**src/rtl/ball_if.sv**
```systemverilog
// ball_if: controls, map ROM query and game-state bundle between the motion controller and its peers
interface ball_if;
    logic        frame_tick;
    logic        start;
    logic        left;
    logic        right;
    logic        jump;
    logic        tile_solid;
    logic [2:0]  q_index_x;
    logic [10:0] q_index_y;
    logic [9:0]  x_ball;
    logic [25:0] y_ball;
    logic [2:0]  ball_state;
    logic        fail;
    logic        win;
    modport master (
        input  frame_tick, start, left, right, jump, tile_solid,
        output q_index_x, q_index_y, x_ball, y_ball, ball_state, fail, win
    );
    modport slave (
        output frame_tick, start, left, right, jump, tile_solid,
        input  q_index_x, q_index_y, x_ball, y_ball, ball_state, fail, win
    );
endinterface

```
**src/rtl/ball_motion_ctrl.sv**
```systemverilog
// ball_motion_ctrl: per-frame ball steering, scrolling, jump arc and tile-support check
module ball_motion_ctrl #(
    parameter int X_START  = 200,
    parameter int X_MAX    = 399,
    parameter int X_STEP   = 4,
    parameter int Y_SPEED  = 4,
    parameter int ROW_LEN  = 80,
    parameter int LANE_W   = 50,
    parameter int WIN_ROWS = 201,
    parameter int HOLD     = 4
) (
    input logic   clk,
    input logic   rst,
    ball_if.master bus
);
    typedef enum logic [2:0] {IDLE, RUN, AIR, CHECK, FALL, DEAD, WON} state_t;
    state_t      st_q;
    logic [9:0]  x_q, x_d, lane_d;
    logic [25:0] y_q, y_d;
    logic [2:0]  bs_q, bs_step, cnt_q, qx_q, qx_d;
    logic [10:0] qy_q, qy_d;
    logic        fail_q, win_q, up_q, win_hit;
    always_comb begin
        x_d = (bus.left && !bus.right) ? (x_q >= 10'(X_STEP) ? x_q - 10'(X_STEP) : '0) :
              (bus.right && !bus.left) ? (x_q + 10'(X_STEP) > 10'(X_MAX) ? 10'(X_MAX) : x_q + 10'(X_STEP)) :
              x_q;
        y_d = y_q + 26'(Y_SPEED);
        lane_d = x_d / 10'(LANE_W);
        qx_d = lane_d > 10'd7 ? 3'd7 : lane_d[2:0];
        qy_d = 11'(y_d / 26'(ROW_LEN));
        win_hit = y_d > 26'(WIN_ROWS * ROW_LEN);
        bs_step = up_q ? bs_q + 3'd1 : bs_q - 3'd1;
    end
    always_ff @(posedge clk) begin
        if (rst) begin
            st_q   <= IDLE;
            x_q    <= 10'(X_START);
            y_q    <= '0;
            bs_q   <= 3'd1;
            fail_q <= 1'b0;
            win_q  <= 1'b0;
            up_q   <= 1'b0;
            cnt_q  <= '0;
            qx_q   <= 3'(X_START / LANE_W);
            qy_q   <= '0;
        end else begin
            case (st_q)
                IDLE: if (bus.frame_tick && bus.start) st_q <= RUN;
                RUN, AIR: if (bus.frame_tick) begin
                    x_q   <= x_d;
                    y_q   <= y_d;
                    qx_q  <= qx_d;
                    qy_q  <= qy_d;
                    cnt_q <= '0;
                    if (win_hit) begin
                        st_q  <= WON;
                        win_q <= 1'b1;
                        bs_q  <= 3'd1;
                    end else if (st_q == RUN) begin
                        if (bus.jump) begin
                            st_q <= AIR;
                            bs_q <= 3'd2;
                            up_q <= 1'b1;
                        end else st_q <= CHECK;
                    end else if (cnt_q == 3'(HOLD - 1)) begin
                        // up_q drops once the apex (5) is reached
                        bs_q <= bs_step;
                        up_q <= up_q && bs_step != 3'd5;
                        if (bs_step == 3'd1) st_q <= CHECK;
                    end else cnt_q <= cnt_q + 3'd1;
                end
                CHECK: if (cnt_q == 3'd2) begin
                    cnt_q <= '0;
                    if (bus.tile_solid) st_q <= RUN;
                    else begin
                        st_q <= FALL;
                        bs_q <= 3'd0;
                    end
                end else cnt_q <= cnt_q + 3'd1;
                FALL: if (bus.frame_tick) begin
                    if (cnt_q == 3'(HOLD - 1)) begin
                        st_q   <= DEAD;
                        fail_q <= 1'b1;
                    end else cnt_q <= cnt_q + 3'd1;
                end
                default: ;
            endcase
        end
    end
    assign bus.x_ball     = x_q;
    assign bus.y_ball     = y_q;
    assign bus.ball_state = bs_q;
    assign bus.fail       = fail_q;
    assign bus.win        = win_q;
    assign bus.q_index_x  = qx_q;
    assign bus.q_index_y  = qy_q;
endmodule
```
**src/flat_wrapper.sv**
```systemverilog
// flat-port wrapper written by rule: the top's interface ports become plain ports
module ball_motion_ctrl_flat 
#(
    parameter int X_START  = 200,
    parameter int X_MAX    = 399,
    parameter int X_STEP   = 4,
    parameter int Y_SPEED  = 4,
    parameter int ROW_LEN  = 80,
    parameter int LANE_W   = 50,
    parameter int WIN_ROWS = 201,
    parameter int HOLD     = 4
)
  (clk, rst, bus_frame_tick, bus_start, bus_left, bus_right, bus_jump, bus_tile_solid, bus_q_index_x, bus_q_index_y, bus_x_ball, bus_y_ball, bus_ball_state, bus_fail, bus_win);
  ball_if bus_i ();
  input logic clk;
  input logic rst;
  input wire logic [$bits(bus_i.frame_tick)-1:0] bus_frame_tick;
  input wire logic [$bits(bus_i.start)-1:0] bus_start;
  input wire logic [$bits(bus_i.left)-1:0] bus_left;
  input wire logic [$bits(bus_i.right)-1:0] bus_right;
  input wire logic [$bits(bus_i.jump)-1:0] bus_jump;
  input wire logic [$bits(bus_i.tile_solid)-1:0] bus_tile_solid;
  output wire logic [$bits(bus_i.q_index_x)-1:0] bus_q_index_x;
  output wire logic [$bits(bus_i.q_index_y)-1:0] bus_q_index_y;
  output wire logic [$bits(bus_i.x_ball)-1:0] bus_x_ball;
  output wire logic [$bits(bus_i.y_ball)-1:0] bus_y_ball;
  output wire logic [$bits(bus_i.ball_state)-1:0] bus_ball_state;
  output wire logic [$bits(bus_i.fail)-1:0] bus_fail;
  output wire logic [$bits(bus_i.win)-1:0] bus_win;
  assign bus_i.frame_tick = bus_frame_tick;
  assign bus_i.start = bus_start;
  assign bus_i.left = bus_left;
  assign bus_i.right = bus_right;
  assign bus_i.jump = bus_jump;
  assign bus_i.tile_solid = bus_tile_solid;
  assign bus_q_index_x = bus_i.q_index_x;
  assign bus_q_index_y = bus_i.q_index_y;
  assign bus_x_ball = bus_i.x_ball;
  assign bus_y_ball = bus_i.y_ball;
  assign bus_ball_state = bus_i.ball_state;
  assign bus_fail = bus_i.fail;
  assign bus_win = bus_i.win;
  ball_motion_ctrl #(.X_START(X_START), .X_MAX(X_MAX), .X_STEP(X_STEP), .Y_SPEED(Y_SPEED), .ROW_LEN(ROW_LEN), .LANE_W(LANE_W), .WIN_ROWS(WIN_ROWS), .HOLD(HOLD)) u_core (.clk(clk), .rst(rst), .bus(bus_i));
endmodule
```
**config.mk**
```make
export PLATFORM = sky130hd
export DESIGN_NAME = ball_motion_ctrl_flat
export DESIGN_NICKNAME = d
export VERILOG_FILES = /design/src/rtl/ball_if.sv /design/src/rtl/ball_motion_ctrl.sv /design/src/flat_wrapper.sv
export SDC_FILE = /design/constraint.sdc
export NUM_CORES = 1
export LEC_CHECK = 0
export ABC_AREA = 1
export BUFFER_PORTS_ARGS = -buffer_cell sky130_fd_sc_hd__buf_2
export CAP_MARGIN = 15
export CORE_MARGIN = 2
export CORE_UTILIZATION = 25
export DETAILED_ROUTE_END_ITERATION = 7
export MAX_ROUTING_LAYER = met4
export SETUP_SLACK_MARGIN = 0.5
export SLEW_MARGIN = 10
export SYNTH_ARGS = -nofsm -noshare
export SYNTH_HDL_FRONTEND = slang
export SYNTH_SLANG_ARGS = --single-unit
```
**constraint.sdc**
```tcl
create_clock -name clk -period 20.8 [get_ports clk]
set_clock_uncertainty 0.2 [all_clocks]
set_input_delay 2.08 -clock clk [delete_from_list [all_inputs] [get_ports clk]]
set_output_delay 2.08 -clock clk [all_outputs]
set_load 0.005 [all_outputs]
```
# After elaboration in Yosys (flattened, before gate mapping)

Index checks and enable logic that the tools add are counted.
Widths: inputs -> output; s select.

Bitwise logic cells: 1
Add/subtract/negate cells: 6
Multiplexer cells: 37
Reduce and logical (&&, ||, !) cells: 19
Equality and inequality tests: 19
Div/mod/pow operators: 2
Magnitude comparators: 4

Operators by type and width:

| kind                  | number |
|---|---|
| $mux 3                | 26 |
| $mux 10               | 4 |
| $add 26x3->26 const B | 1 |
| $div 26x7->26 const B | 1 |
| $gt 26x14->1 const B  | 1 |
| $eq 3x2->1 const B    | 4 |
| $pmux 3 s4            | 1 |
| $add 10x3->10 const B | 1 |
| $div 10x6->10 const B | 1 |
| $ge 10x3->1 const B   | 1 |
| $gt 10x3->1 const B   | 1 |
| $gt 10x9->1 const B   | 1 |
| $ne 2x2->1 const B    | 5 |
| $sub 10x3->10 const B | 1 |
| $pmux 3 s3            | 1 |
| $ne 4x1->1 const B    | 2 |
| $reduce_and 8->1      | 1 |
| $add 3x1->3 const B   | 2 |
| $eq 3x1->1 const B    | 2 |
| $ne 2x1->1 const B    | 3 |
| $pmux 3 s2            | 1 |
| $reduce_and 3->1      | 2 |
| $reduce_and 6->1      | 1 |
| $reduce_and 5->1      | 1 |
| 15 further kinds      | 23 |

Logic and storage cells: 98
Flip-flop bits (word level): 62
Input bits: 8
Output and inout bits: 55

# Longest topological paths before layout

Gate-level depths: netlist of run 1.

Depth after elaboration: 9
Gate-level depth with buffers: 138
Mapped depth without buffers: 133

# Worst setup path before layout of run 1

Ideal clock, no wire load.

Kind: register -> register
Start point: reg u_core.y_q[3], in the netlist u_core.bus.y_ball[3]
End point: reg u_core.qy_q[0], in the netlist u_core.bus.q_index_y[0]
Setup slack: 8689 ps
Required time: 20491 ps
Stages on the path, launching flop included: 118
Arrival time: 11802 ps
Path buffers: 5
Period minus slack after synthesis: 12111 ps
Path through: dfxtp_1 > ha_1 > nand2_1 > o21ai_1 > nand3_1 > nor3_1 > inv_1 > nor2_2 > nand2_1 > nand2_1 > nand3_2 > inv_1 > nand2_1 > nor2_4 > nor2_2 > nor2_4 > nand2_2 > buf_6 > [... 82 more ...] > nand2_2 > nand2_2 > nor2_4 > nand3_1 > nand2_1 > nand3_2 > nand3_4 > nand2_4 > nand2_1 > nand3_2 > nand2_4 > nand2_4 > nand3_1 > nand2_1 > nor2_1 > nand4_1 > nand2_1 > inv_1

Cells in the longest elaborated chain, start to end: 2

RTL lines:

| item                     | line                   | RTL |
|---|---|---|
| start: declaration       | ball_motion_ctrl.sv:19 | `logic [25:0] y_q, y_d;` |
| start signal: assignment | ball_motion_ctrl.sv:51 | `y_q <= y_d;` |
| $add 26x3->26            | ball_motion_ctrl.sv:27 | `y_d = y_q + 26'(Y_SPEED);` |
| $div 26x7->26            | ball_motion_ctrl.sv:30 | `qy_d = 11'(y_d / 26'(ROW_LEN));` |
| end signal: assignment   | ball_motion_ctrl.sv:53 | `qy_q <= qy_d;` |
| end: declaration         | ball_motion_ctrl.sv:21 | `logic [10:0] qy_q, qy_d;` |

Every way passes these cells.
A chain may end at the register's enable or synchronous reset.

# Worst setup path after layout of run 1

Ends and elaborated chain as after synthesis.

==> impl_results.md, run 1 <==
- Outcome: finished, final reports clean
- Layout area overhead: 9.747%
- Synth Cell Area: 11370 um^2
- Dpl ws: 4720 ps
- Vias/cell: 4.703
- CP peak stage delay: 800 ps
- Worst reg2reg path endpoint: u_core.bus.q_index_y[0]
- Clk_lat worst skew: 340 ps
- Setup bufs post-CTS: 0
- Slew @ Worst Pin: 901.2 ps
- Share of cells above drive strength 1: 0.1538
- Pin count of the biggest net entering global routing: 54
- IO buf count: 60
- Htree depth: 3
- Final WL: 34040 um
- Sequential-to-total area share from yosys stat: 0.1056
- Max Clock Freq: 61.81 MHz
- Slowest stage cell, crit path: nor2_1
- Worst min-delay path category: reg -> reg
- DIE AREA: 47210 um^2
- Top_reg_cell synth: dfxtp_1
- Core area: 45190 um^2
- Initial antenna violation count: 0
- Distinct cells, synth: 67
- Dominant cell type by area after synthesis: nand2_1
- Crit path time final: 16180 ps
- Seq cells post-synth: 60
- CP Launch Type: flip-flop
- Syn_area_per_cell: 5.457 um^2
- Reg2Reg Depth: 108
- Post-synth EDFFs: 0
- DPL Wire Length: 27360 um
- Worst hold path stage count: 2
- Crit path max-delay family: simple AND/OR/NAND/NOR gates
- Max_cap viols: 0
- Top-area cell type share of the netlist area: 0.2102
- Cell row count: 78
- YS warnings: 0
- CTS Sinks: 60
- CP Depth: 108
- Post-CTS sizing: 0
- RePlAce Congestion: 0.9106
- Final setup violation count: 0
- CTS Buf Count: 9
- Worst Path Arrival: 16220 ps
- Hold path endpoint: u_core.bus.q_index_x[2]
- Routed len/inst: 12.49 um
- Drt initial violations: 887
- Worst setup EP type: flip-flop
- Critical R2R Launch: u_core.bus.y_ball[3]
- Final Hold Fails: 0
- Critical Path RT: 20840 ps
- DRT antenna net count: 0
- # diodes: 0
- Die width: 217.3 um
- Layout Nets: 2143
- IO Pins: 63
- Final setup margin: 4622 ps
- Flop-to-flop setup slack: 4620 ps
- Global-route wire length before repair: 56900 um
- Final Cycle Share: 0.7778
- Critical path class: reg -> reg
- Hold_buf cts: 0
- TNS Setup: 0 ps
- Clk root buf: clkbuf_16
- Vias in the first global route: 11680
- Clock Path Buffers: 2
- TritonCTS clock tree: built
- Synth area leaders: nand2_1 21%, nand3_1 11%, dfxtp_1 11%
- Effective utilization at floorplan: 0.2517
- Critical Path Fanout Max: 28
- Relative slew slack: 0.3970
- Via count: 12820
- GRT Total Usage: 0.1471
- RSZ-0062 raised after global routing: no
- Max-slew violations: 0
- Drc violations: 0
- Syn Inst Count: 2084
- Pre-antenna DRT Iters: 6
- Bufs and invs on worst path: 8
- Clk pin slew, worst setup/hold paths: 60 ps
- Worst path most repeated cell: nand2_1
- Async SR Flop Fraction: 0
- Die H: 217.3 um
- GRT Residual Overflow: 0
- Hold Startpoint: u_core.bus.q_index_x[2]
placed cells by master, fill, tap and decap left out, drive strengths merged, types with 7 or more instances in the layout:
cell    instances
nand2         728
inv           317
nand3         303
nor2          222
o21ai          93
a21oi          78
nand4          66
buf            65
dfxtp          60
xor2           47
nor3           24
ha             13
nand3b         13
xnor2          12
clkbuf         10
o211ai          9
a31oi           9
o21bai          9
clkinv          8
nor4            7
worst max-delay path by stage:
stage	startpoint	end	slack (ps)
after floorplan	u_core.bus.y_ball[3]	u_core.bus.q_index_y[0]	8690
after global placement	u_core.bus.y_ball[3]	u_core.bus.q_index_y[0]	5100
after detailed placement	u_core.bus.y_ball[3]	u_core.bus.q_index_y[0]	4720
after CTS	u_core.bus.y_ball[3]	u_core.bus.q_index_y[0]	4690
after global routing	u_core.bus.y_ball[3]	u_core.bus.q_index_y[0]	2720
final	u_core.bus.y_ball[3]	u_core.bus.q_index_y[0]	4620
worst reg2reg max path, delay by kind of cell, from the launching register on:
| kind | cells | cell delay (ps) |
|---|---|---|
| compound gates | 2 | 270 |
| buf+inv | 8 | 1180 |
| flops | 1 | 420 |
| fa+ha+maj | 1 | 250 |
| simple gates | 97 | 13790 |
synthesized netlist by cell type (2+ instances only):
cell / number
nor3_2: 2
o211ai_1: 9
nor2_1: 169
nand4_1: 65
nor3_1: 21
o21ai_0: 76
nand2_2: 64
nand2_4: 26
nand3_4: 6
inv_1: 274
clkbuf_1: 13
or2_2: 3
nor2_4: 19
inv_2: 41
a211oi_1: 5
xor2_1: 45
nand3_2: 38
a21oi_1: 75
nor4_1: 7
nand3b_1: 12
nand3_1: 259
xnor2_1: 12
nand2_1: 637
buf_6: 9
buf_4: 9
clkbuf_4: 2
dfxtp_1: 60
o21a_1: 3
a31oi_1: 9
o22ai_1: 2
clkinv_1: 6
buf_2: 3
o21ai_1: 16
nor2_2: 33
o21bai_1: 9
a21oi_4: 2
ha_1: 13
cell families (layout without fill, tap and decap cells):
logic type,after synthesis,after routing,share of synthesized area
compound gates,218,218,0.1086
xor+xnor,59,59,0.04775
fa+ha+maj,14,14,0.01606
buf+inv,364,405,0.1328
flops,60,60,0.1056
other cells,1,2,0.0003297
simple gates,1368,1368,0.5889
layer usage:
metal | up-vias | share of wire | global-route usage | wire length [um]
met5 | - | 0 | - | 0
met4 | 0 | 0.017 | 0.03836 | 588
met3 | 39 | 0.046 | 0.01677 | 1581
met2 | 277 | 0.46 | 0.2420 | 15550
met1 | 5709 | 0.48 | 0.1910 | 16320
li1 | 6795 | - | - | -
sequential cells by signal, summed over array words and instances (netlist names):
name and cells:
u_core.bus.q_index_y 11, u_core.bus.win 1, u_core.up_q 1, u_core.bus.y_ball 24
u_core.bus.x_ball 10, u_core.bus.fail 1, u_core.bus.q_index_x 3, u_core.bus.ball_state 3
u_core.cnt_q 3, u_core.st_q 3
metrics by stage:
stage	hold WS [ps]	cell area, um^2	util	std cells
2_1_floorplan	260.4	11380	-	2085
3_3_place_gp	258.2	12190	0.2697	2710
3_5_place_dp	259.8	12190	0.2697	2710
4_1_cts	276.6	12480	0.2762	2726
5_1_grt	331.2	12480	0.2762	2726
6_report	275.5	12480	0.2762	2726
final cells by class:
| cell class | instances | area [um^2] |
|---|---|---|
| repair buffers | 65 | 337.8 |
| fillers | 5116 | 32700 |
| multi-input cells | 1661 | 8673 |
| clock inverters | 6 | 65.06 |
| well taps | 600 | 750.7 |
| clock buffers | 10 | 229.0 |
| inverters | 324 | 1225 |
| flip-flops and latches | 60 | 1201 |
Power of run 1 is left out: the tool's default activity adds up to more than one toggle a clock period on the data nets, which glitch-free logic cannot reach.
==> inputs of run 2 (changes only) <==
clock period = 14.3 ns   (was 20.8 ns; I/O delays follow)
==> run 2 against run 1 <==
  * Register-to-register slack got worse by 3900 ps
  * Sequential cell count unchanged
  * Largest cell class unchanged
  * Sequential share of layout area decreased by 1.5 points
  * Maximum frequency increased by 19%
  * Design area increased by 21%
  * Worst hold slack got worse by 10 ps
  * Critical path type unchanged
  * Global-route usage increased by 0.83 points
  * Final cell count increased by 5.7%
==> impl_results.md, run 2 (synthesis results as in run 1) <==
- CTS Buf Count: 9 (unchanged)
- Critical Path Fanout Max: 8 (was 28)
- Placed insts: 2761 (was 2710)
- Pin count of the biggest net entering global routing: 55 (was 54)
- Cell row count: 78 (unchanged)
- TritonCTS clock tree: built (unchanged)
- CP Launch Type: flip-flop (unchanged)
- Most frequent cells in the layout: 563 x nand2_1, 265 x inv_1, 198 x nand3_1 (was 637 x nand2_1, 274 x inv_1, 259 x nand3_1)
- Via count: 13890 (was 12820)
- GRT Total Usage: 0.1553 (was 0.1471)
- Hold_buf cts: 0 (unchanged)
- Die width: 217.3 um (unchanged)
- RSZ-0062 raised after global routing: yes (was no)
- DIE AREA: 47210 um^2 (unchanged)
- Final Cycle Share: 0.9501 (was 0.7778)
- Pre-antenna DRT Iters: 5 (was 6)
- Slew @ Worst Pin: 1082 ps (was 901.2 ps)
- Initial antenna violation count: 0 (unchanged)
- Max_cap viols: 0 (unchanged)
- Max FFs per register: 24 (unchanged)
- Critical path class: reg -> reg (unchanged)
- Routed len/inst: 13.62 um (was 12.49 um)
- Final setup violation count: 0 (unchanged)
- DRT antenna net count: 0 (unchanged)
- # diodes: 0 (unchanged)
- Htree depth: 3 (unchanged)
- IO Pins: 63 (unchanged)
- Core area: 45190 um^2 (unchanged)
- CTS Sinks: 60 (unchanged)
- Relative slew slack: 0.2779 (was 0.3970)
- Outcome: finished, final reports clean (unchanged)
- Clk pin slew, worst setup/hold paths: 60 ps (about the same)
- Worst min-delay path category: reg -> reg (unchanged)
- Filler cell count: 4931 (was 5116)
- Vias in the first global route: 12180 (was 11680)
- Layout area overhead: 32.25% (was 9.747%)
- Max Clock Freq: 73.61 MHz (was 61.81 MHz)
- Final Hold Fails: 0 (unchanged)
- Drt initial violations: 881 (was 887)
- Commonest non-fill, non-tap cell in the layout: nand2_1 (unchanged)
- CP peak stage delay: 380 ps (was 800 ps)
- Critical Path RT: 14340 ps (was 20840 ps)
- Max-slew violations: 0 (unchanged)
- Share of cells above drive strength 1: 0.3024 (was 0.1538)
- Die H: 217.3 um (unchanged)
- Global-route wire length before repair: 59600 um (was 56900 um)
- Worst setup EP type: flip-flop (unchanged)
- TNS Setup: 0 ps (unchanged)
- GRT Residual Overflow: 0 (unchanged)
- Placed cell areas: 12570 um^2 (was 12190 um^2)
- Non-filler cells, final: 2882 (was 2726)
- Layout Nets: 2299 (was 2143)
- Clock Path Buffers: 2 (unchanged)
- IO buf count: 60 (unchanged)
- Clk_lat worst skew: 350 ps (was 340 ps)
- Clk root buf: clkbuf_16 (unchanged)
- Effective utilization at floorplan: 0.2517 (unchanged)
- Drc violations: 0 (unchanged)
- DPL Wire Length: 28500 um (was 27360 um)
- Vias/cell: 4.820 (was 4.703)
- Post-route cell area: 15040 um^2 (was 12480 um^2)
- Final core occ: 0.3329 (was 0.2762)
- Final WL: 39240 um (was 34040 um)
- Worst path most repeated cell: nand2_1 (unchanged)
- Slowest stage cell, crit path: dfxtp_4 (was nor2_1)
- Crit path time final: 13590 ps (was 16180 ps)
- Worst Path Arrival: 13630 ps (was 16220 ps)
- RePlAce Congestion: 0.9023 (was 0.9106)
## run 2: per-layer routing
metal  GRT usage  up-vias  part of all wire
met5           -        -                 0
met1      0.1969     6340              0.45
li1            -     7107                 -
met4     0.04087        0             0.024
met3     0.01649       77             0.044
met2      0.2624      367              0.48
## run 2: worst max-delay path, delay by kind of cell, from the launching register on
kind            cells  cell delay (ps)
compound gates      1               50
fa+ha+maj           1              150
buf+inv            14             1680
simple gates      101            10960
flops               1              380
## run 2: through the flow
step	hold WS, ps	setup slack, ps
final	265.0	714.0
after global routing	293.9	-375.1
after CTS	271.3	513.1
after detailed placement	257.8	117.3
after global placement	252.0	257.0
after floorplan	260.4	2189
## run 2: area by class of cell
type / instances / area (um^2) / share of cell area
clock buffers: 12 / 236.5 / 0.01572
multi-input cells: 1669 / 9955 / 0.6618
clock inverters: 4 / 97.59 / 0.006488
well taps: 600 / 750.7 / 0.04991
flip-flops and latches: 60 / 1222 / 0.08127
repair buffers: 213 / 1548 / 0.1029
inverters: 324 / 1232 / 0.08193
## run 2: worst paths after layout
kind | startpoint | slack (ps) | depth (start not counted) | to
hold reg to reg | u_core.bus.win | 270 | 2 | u_core.bus.win
hold / removal | u_core.bus.win | 270 | 2 | u_core.bus.win
setup / recovery | u_core.bus.y_ball[2] | 710 | 117 | u_core.bus.q_index_y[0]
setup reg to reg | u_core.bus.y_ball[2] | 710 | 117 | u_core.bus.q_index_y[0]
## run 2: repair_timing
action / 4_1_cts / 5_1_grt
pin swaps: 11 / 124
endpoints found under the hold margin: 0 / 0
buffers inserted: 7 / 90
gates resized for setup: 27 / 295
endpoints found under the setup margin: 2 / 5
cloned: 1 / 7
Power of run 2 is left out for the same reason.
